--- src/rtl/rg_pkg.sv ---
// rg_pkg: constants and state types shared by the ring-generator
// post-processing stage (packer, health test and von Neumann debiaser).
package rg_pkg;

    // Default packed word width and repetition-count cutoff.
    localparam int unsigned WORD_W_DEF     = 32;
    localparam int unsigned RCT_CUTOFF_DEF = 32;

    // Packer state: FILL collects bits, FULL holds a finished word while
    // the previous word is still waiting for an acknowledge.
    typedef enum logic {
        PK_FILL = 1'b0,
        PK_FULL = 1'b1
    } pack_state_t;

    // Debiaser state: EMPTY waits for the first bit of a pair, HALF has it.
    typedef enum logic {
        DB_EMPTY = 1'b0,
        DB_HALF  = 1'b1
    } debias_state_t;

endpackage : rg_pkg

--- src/rtl/rg_vn_debias.sv ---
// rg_vn_debias: von Neumann debiaser for the raw ring-generator stream.
// Raw bits are taken in non-overlapping pairs; 01 yields 0, 10 yields 1,
// 00 and 11 yield nothing. The output is presented in the same cycle as
// the second bit of the pair. flush drops a half-collected pair.
// Only built when TRNG_VN_DEBIAS_EN is defined.
`ifdef TRNG_VN_DEBIAS_EN
module rg_vn_debias
    import rg_pkg::*;
(
    input  logic clk,
    input  logic rst_n,
    input  logic en,
    input  logic raw,
    input  logic flush,
    output logic dbit,
    output logic dvalid
);

    debias_state_t state;
    logic          first_bit;

    // Pair collector: remember the first sample of a pair, return to EMPTY on the second.
    always_ff @(posedge clk or negedge rst_n) begin
        if (!rst_n) begin
            state     <= DB_EMPTY;
            first_bit <= 1'b0;
        end else if (flush) begin
            state <= DB_EMPTY;
        end else if (en) begin
            // NOTE: state registers use non-blocking assignments so every flop
            // samples the pre-edge values regardless of statement order.
            unique case (state)
                DB_EMPTY: begin
                    first_bit <= raw;
                    state     <= DB_HALF;
                end
                DB_HALF: begin
                    state <= DB_EMPTY;
                end
                default: begin
                    state <= DB_EMPTY;
                end
            endcase
        end
    end

    // Emit the first bit of an unequal pair when its second bit arrives.
    always_comb begin
        // NOTE: every output gets a default before any condition, so no
        // path leaves it unassigned and no latch is inferred.
        dbit   = first_bit;
        dvalid = 1'b0;
        if (en && !flush && (state == DB_HALF) && (raw != first_bit)) begin
            dvalid = 1'b1;
        end
    end

endmodule : rg_vn_debias
`endif

--- src/rtl/rg_post_packer.sv ---
// rg_post_packer: samples the ring-generator serial bit, optionally
// debiases it, packs accepted bits LSB-first into WORD_W-bit words and
// hands them out through a valid/acknowledge handshake. A repetition-count
// health test on the raw stream drives a sticky failure flag.
// Optional feature macro: TRNG_VN_DEBIAS_EN (von Neumann debiaser).
module rg_post_packer
    import rg_pkg::*;
#(
    parameter int unsigned WORD_W     = WORD_W_DEF,
    parameter int unsigned RCT_CUTOFF = RCT_CUTOFF_DEF
) (
    input  logic              iClk,
    input  logic              iRstn,
    input  logic              iEn,
    input  logic              iSerial,
    input  logic              iRdAck,
    output logic [WORD_W-1:0] oData,
    output logic              oValid,
    output logic              oRctFail
);

    localparam int unsigned CNT_W = $clog2(WORD_W + 1);
    localparam int unsigned RCT_W = $clog2(RCT_CUTOFF + 1);

    localparam logic [CNT_W-1:0] CNT_LAST = CNT_W'(WORD_W - 1);
    localparam logic [RCT_W-1:0] RCT_MAX  = RCT_W'(RCT_CUTOFF);
    localparam logic [RCT_W-1:0] RCT_ONE  = RCT_W'(1);

    // ------------------------------------------------------------------
    // Accepted-bit source
    // ------------------------------------------------------------------
    logic        acc_bit;
    logic        acc_valid;
    pack_state_t state;

`ifdef TRNG_VN_DEBIAS_EN
    logic flush;

    // A held word blocks the packer, so pairs straddling that time are dropped.
    assign flush = (state == PK_FULL);

    rg_vn_debias u_debias (
        .clk    (iClk),
        .rst_n  (iRstn),
        .en     (iEn),
        .raw    (iSerial),
        .flush  (flush),
        .dbit   (acc_bit),
        .dvalid (acc_valid)
    );
`else
    // Without debiasing every enabled raw sample is an accepted bit.
    assign acc_bit   = iSerial;
    assign acc_valid = iEn;
`endif

    // ------------------------------------------------------------------
    // Packer and handshake
    // ------------------------------------------------------------------
    logic [WORD_W-1:0] acc;
    logic [WORD_W-1:0] acc_next;
    logic [CNT_W-1:0]  bit_cnt;
    logic              take;
    logic              word_done;
    logic              ack_eff;

    // New bits enter at the MSB so the first bit of a word lands at bit 0.
    assign acc_next  = {acc_bit, acc[WORD_W-1:1]};
    assign take      = acc_valid && (state == PK_FILL);
    assign word_done = take && (bit_cnt == CNT_LAST);
    assign ack_eff   = iRdAck && oValid;

    // Shift accepted bits, publish finished words, and track FILL/FULL.
    always_ff @(posedge iClk or negedge iRstn) begin
        if (!iRstn) begin
            // NOTE: the accumulator and output word are datapath registers but
            // are reset anyway, so a reset mid-word leaves nothing to leak out.
            acc      <= '0;
            bit_cnt  <= '0;
            state    <= PK_FILL;
            oData    <= '0;
            oValid   <= 1'b0;
        end else begin
            if (take) begin
                acc     <= acc_next;
                bit_cnt <= word_done ? '0 : bit_cnt + 1'b1;
            end

            if (word_done) begin
                if (!oValid || iRdAck) begin
                    // Output slot free or being freed this edge: publish directly.
                    oData  <= acc_next;
                    oValid <= 1'b1;
                end else begin
                    // Previous word unread: keep this one in the accumulator.
                    state <= PK_FULL;
                end
            end else if (ack_eff) begin
                if (state == PK_FULL) begin
                    oData <= acc;
                    state <= PK_FILL;
                end else begin
                    oValid <= 1'b0;
                end
            end
        end
    end

    // ------------------------------------------------------------------
    // Repetition-count health test on the raw stream
    // ------------------------------------------------------------------
    logic [RCT_W-1:0] rct_cnt;
    logic [RCT_W-1:0] rct_next;
    logic             last_bit;

    // Next run length: restart at one on a change or first sample, saturate at cutoff.
    always_comb begin
        rct_next = RCT_ONE;
        if ((rct_cnt != '0) && (iSerial == last_bit)) begin
            rct_next = (rct_cnt == RCT_MAX) ? rct_cnt : rct_cnt + 1'b1;
        end
    end

    // Track the run length and latch the failure flag until reset.
    always_ff @(posedge iClk or negedge iRstn) begin
        if (!iRstn) begin
            rct_cnt  <= '0;
            last_bit <= 1'b0;
            oRctFail <= 1'b0;
        end else if (iEn) begin
            rct_cnt  <= rct_next;
            last_bit <= iSerial;
            if (rct_next == RCT_MAX) begin
                oRctFail <= 1'b1;
            end
        end
    end

endmodule : rg_post_packer

--- config.mk ---
export PLATFORM = sky130hd
export DESIGN_NAME = rg_post_packer
export DESIGN_NICKNAME = d
export VERILOG_FILES = /design/src/rtl/rg_pkg.sv /design/src/rtl/rg_vn_debias.sv /design/src/rtl/rg_post_packer.sv
export SDC_FILE = /design/constraint.sdc
export NUM_CORES = 1
export LEC_CHECK = 0
export BUFFER_PORTS_ARGS = -buffer_cell sky130_fd_sc_hd__buf_2
export CELL_PAD_IN_SITES_DETAIL_PLACEMENT = 1
export CELL_PAD_IN_SITES_GLOBAL_PLACEMENT = 1
export CORE_MARGIN = 3
export CORE_UTILIZATION = 25
export CTS_CLUSTER_DIAMETER = 200
export CTS_CLUSTER_SIZE = 10
export DETAILED_ROUTE_END_ITERATION = 16
export GPL_ROUTABILITY_DRIVEN = 0
export PLACE_DENSITY = 0.59
export SYNTH_ARGS = -nofsm -noshare
export SYNTH_HDL_FRONTEND = slang
export SYNTH_HIERARCHICAL = 1
export SYNTH_SLANG_ARGS = --single-unit
export TNS_END_PERCENT = 30
--- constraint.sdc ---
create_clock -name iClk -period 2.6 [get_ports iClk]
set_input_delay 0.52 -clock iClk [delete_from_list [all_inputs] [get_ports iClk]]
set_output_delay 0.52 -clock iClk [all_outputs]
set_load 0.01 [all_outputs]
==> results.sh <==
export IMPL_worstPathMaxFanout=32
export IMPL_core_area_sq_um=14640
export IMPL_maxCapViolCount=0
export IMPL_routed_wl_mm=7.882
export IMPL_synth_ff_type="dfrtp_1"
export IMPL_criticalPathCategory="flop to flop"
export IMPL_antenna_found_initial=0
export IMPL_synth_area_sq_um=3781
export IMPL_vias=2487
export IMPL_boundaryPins=39
export IMPL_avgSynthCellArea_sq_um=11.39
export IMPL_drcViolationCount=0
export IMPL_ctsResizeCount=0
export IMPL_finalMaxSlewViolations=0
export IMPL_first_global_vias=2667
export IMPL_required_ns=2.81
export IMPL_post_route_min_period_ns=2.234
export IMPL_critPathSlowestCell="o22ai_4"
export IMPL_nets=379
export IMPL_cts_tree="built"
export IMPL_drt_first_pass_iters=4
export IMPL_run_status="finished, final reports clean"
export IMPL_startpoint_type="flop"
export IMPL_viasPerCell=4.441
export IMPL_cts_root_buf="clkbuf_16"
export IMPL_grt_setup_unrepaired="no"
export IMPL_cp_end_kind="flop"
export IMPL_grt_usage=0.1018
export IMPL_finalHoldViolations=0
export IMPL_synth_xor_area_frac=0.01853
export IMPL_p_per_area_nw_per_um2=974.6
export IMPL_cts_buffer_depth=2
export IMPL_ys_async_sr_fraction=1.000
export IMPL_clk_pin_slew_ns=0.06
export IMPL_grt_overflow=0
export IMPL_die_w_um=129.0
export IMPL_whs_ns=0.2003
export IMPL_dieArea_sq_um=16640
export IMPL_synth_mux_area_frac=0.2035
export IMPL_grt_max_degree=81
export IMPL_fmax_mhz=447.7
export IMPL_layout_commonest_cell="nand2_1"
export IMPL_cts_max_level=3
export IMPL_setup_tns_ns=0
export IMPL_antennaDiodeCount=0
export IMPL_portBuffers=38
export IMPL_design_area_sq_um=4543
export IMPL_synth_net_count=340
export IMPL_synth_compound_area_frac=0.04368
export IMPL_synth_edf_count=0
export IMPL_area_growth_pct=20.15
export IMPL_final_layout_size_suffix_gt1_frac=0.3138
export IMPL_syn_inst=332
export IMPL_cts_buffers=9
export IMPL_skew_ns=0.005614
export IMPL_min_period_over_period=0.8591
export IMPL_die_h_um=129.0
export IMPL_fp_row_count=44
export IMPL_slew_headroom=0.2678
export IMPL_wl_per_cell_um=14.08
export IMPL_synth_top_family_by_area="multiplexers"
export IMPL_most_common_layout_cells="nand2_1 (106), dfrtp_1 (80), mux2_2 (40)"
export IMPL_crit_chain="ha_1 > nand3b_4 > nor4_4 > o22ai_4 > mux2_2"
export IMPL_power_leakage_uw=0.002372
export IMPL_peakVddDrop_v=0.0004084
export IMPL_place_area_sq_um=4150
export IMPL_cpPeakStageDelay_ns=0.82
export IMPL_grt_pass1_wl_mm=13.68
export IMPL_ys_seq_area_frac=0.5295
export IMPL_cts_setup_buffers=0
export IMPL_clk_latency_ns=0.33
export IMPL_drt_iter0_drc=112
export IMPL_reg2reg_setup_slack_ns=0.37
export IMPL_cts_sinks=80
export IMPL_cts_hold_repair_buffers=0
export IMPL_post_place_cells=544
export IMPL_dp_hpwl_mm=5.211
export IMPL_ys_ff_latch=80
export IMPL_crit_family="compound AO/OA/AOI/OAI gates"
export IMPL_ant_nets=0
export IMPL_instances_no_fill=560
export IMPL_ys_warn_count=6
export IMPL_synth_cell_types=39
export IMPL_worst_path_buf_inv=0
export IMPL_yosys_area_share_simple=0.1545
export IMPL_synth_fa_ha_area_frac=0.009927
export IMPL_setup_viol=0
export IMPL_tightest_slew_ns=1.098
export IMPL_min_path_type="input port to asynchronous set/reset pin"
export IMPL_start_util=0.2582
export IMPL_cp_data_arrival_time_ns=2.45
export IMPL_finalCoreUtilization=0.3102
[cell type report]
| cell class | count | area, sq um |
|---|---|---|
| fill | 1642 | 10100 |
| sequential | 80 | 2002 |
| multi-input combinational | 228 | 1634 |
| timing repair buffer | 45 | 257.7 |
| tap | 184 | 230.2 |
| clock buffer | 9 | 225.2 |
| clock inverter | 7 | 167.7 |
| inverter | 7 | 26.28 |
[state kept, by name (all words and copies together) (netlist names)]
signal and flops:
oRctFail 1, bit_cnt 6, rct_cnt 6, state 1
acc 32, oData 32, oValid 1, last_bit 1
[report_power, final]
| group | switching (uW) | internal [uW] |
|---|---|---|
| Clock | 507 | 1140 |
| Combinational | 471 | 475 |
| Sequential | 288 | 1550 |
[cell usage after synthesis (all sizes together) (3+ instances only)]
| library cell | instances | area share |
|---|---|---|
| nand2b | 3 | 0.0050 |
| xor2 | 3 | 0.0070 |
| buf | 8 | 0.024 |
| mux2 | 65 | 0.20 |
| dfrtp | 80 | 0.53 |
| a21o | 3 | 0.0060 |
| o21ai | 6 | 0.0079 |
| clkbuf | 9 | 0.0089 |
| nand2 | 106 | 0.11 |
| o2bb2ai | 3 | 0.0070 |
| nand3 | 3 | 0.0040 |
| xnor2 | 5 | 0.012 |
| nor2 | 3 | 0.0030 |
| ha | 3 | 0.0099 |
| inv | 7 | 0.0070 |
[cells by family after synthesis]
| kind of cell | after synthesis |
|---|---|
| xor gates and xnor gates | 8 |
| muxes | 65 |
| adders and majority gates | 3 |
| buffers and inverters | 24 |
| AOI/OAI and AO/OA | 22 |
| and+or+nand+nor | 130 |
| DFF | 80 |
[through the flow]
stage | total power (uW) | setup WS, ns
floorplan | 2485 | 0.6746
global placement | 2791 | 0.3519
detailed placement | 2836 | 0.3146
CTS | 4516 | 0.3027
global route | 4730 | 0.1675
finish | 4428 | 0.3663
[final timing paths]
check | to | startpoint | cells past startpoint
max in group asynchronous | oRctFail | iRstn | 2
max | oData[1] | bit_cnt[0] | 5
min reg2reg | oRctFail | oRctFail | 2
min in group iClk | state | iRdAck | 2
min | oData[22] | iRstn | 2
max reg2reg | oData[1] | bit_cnt[0] | 5
[layer usage]
metal	track usage	part of all wire
met1	0.1301	0.47
met2	0.1680	0.49
met3	0.03155	0.039
met4	0.02594	0.0077
met5	0	0
(Power assumes the default switching activity.)
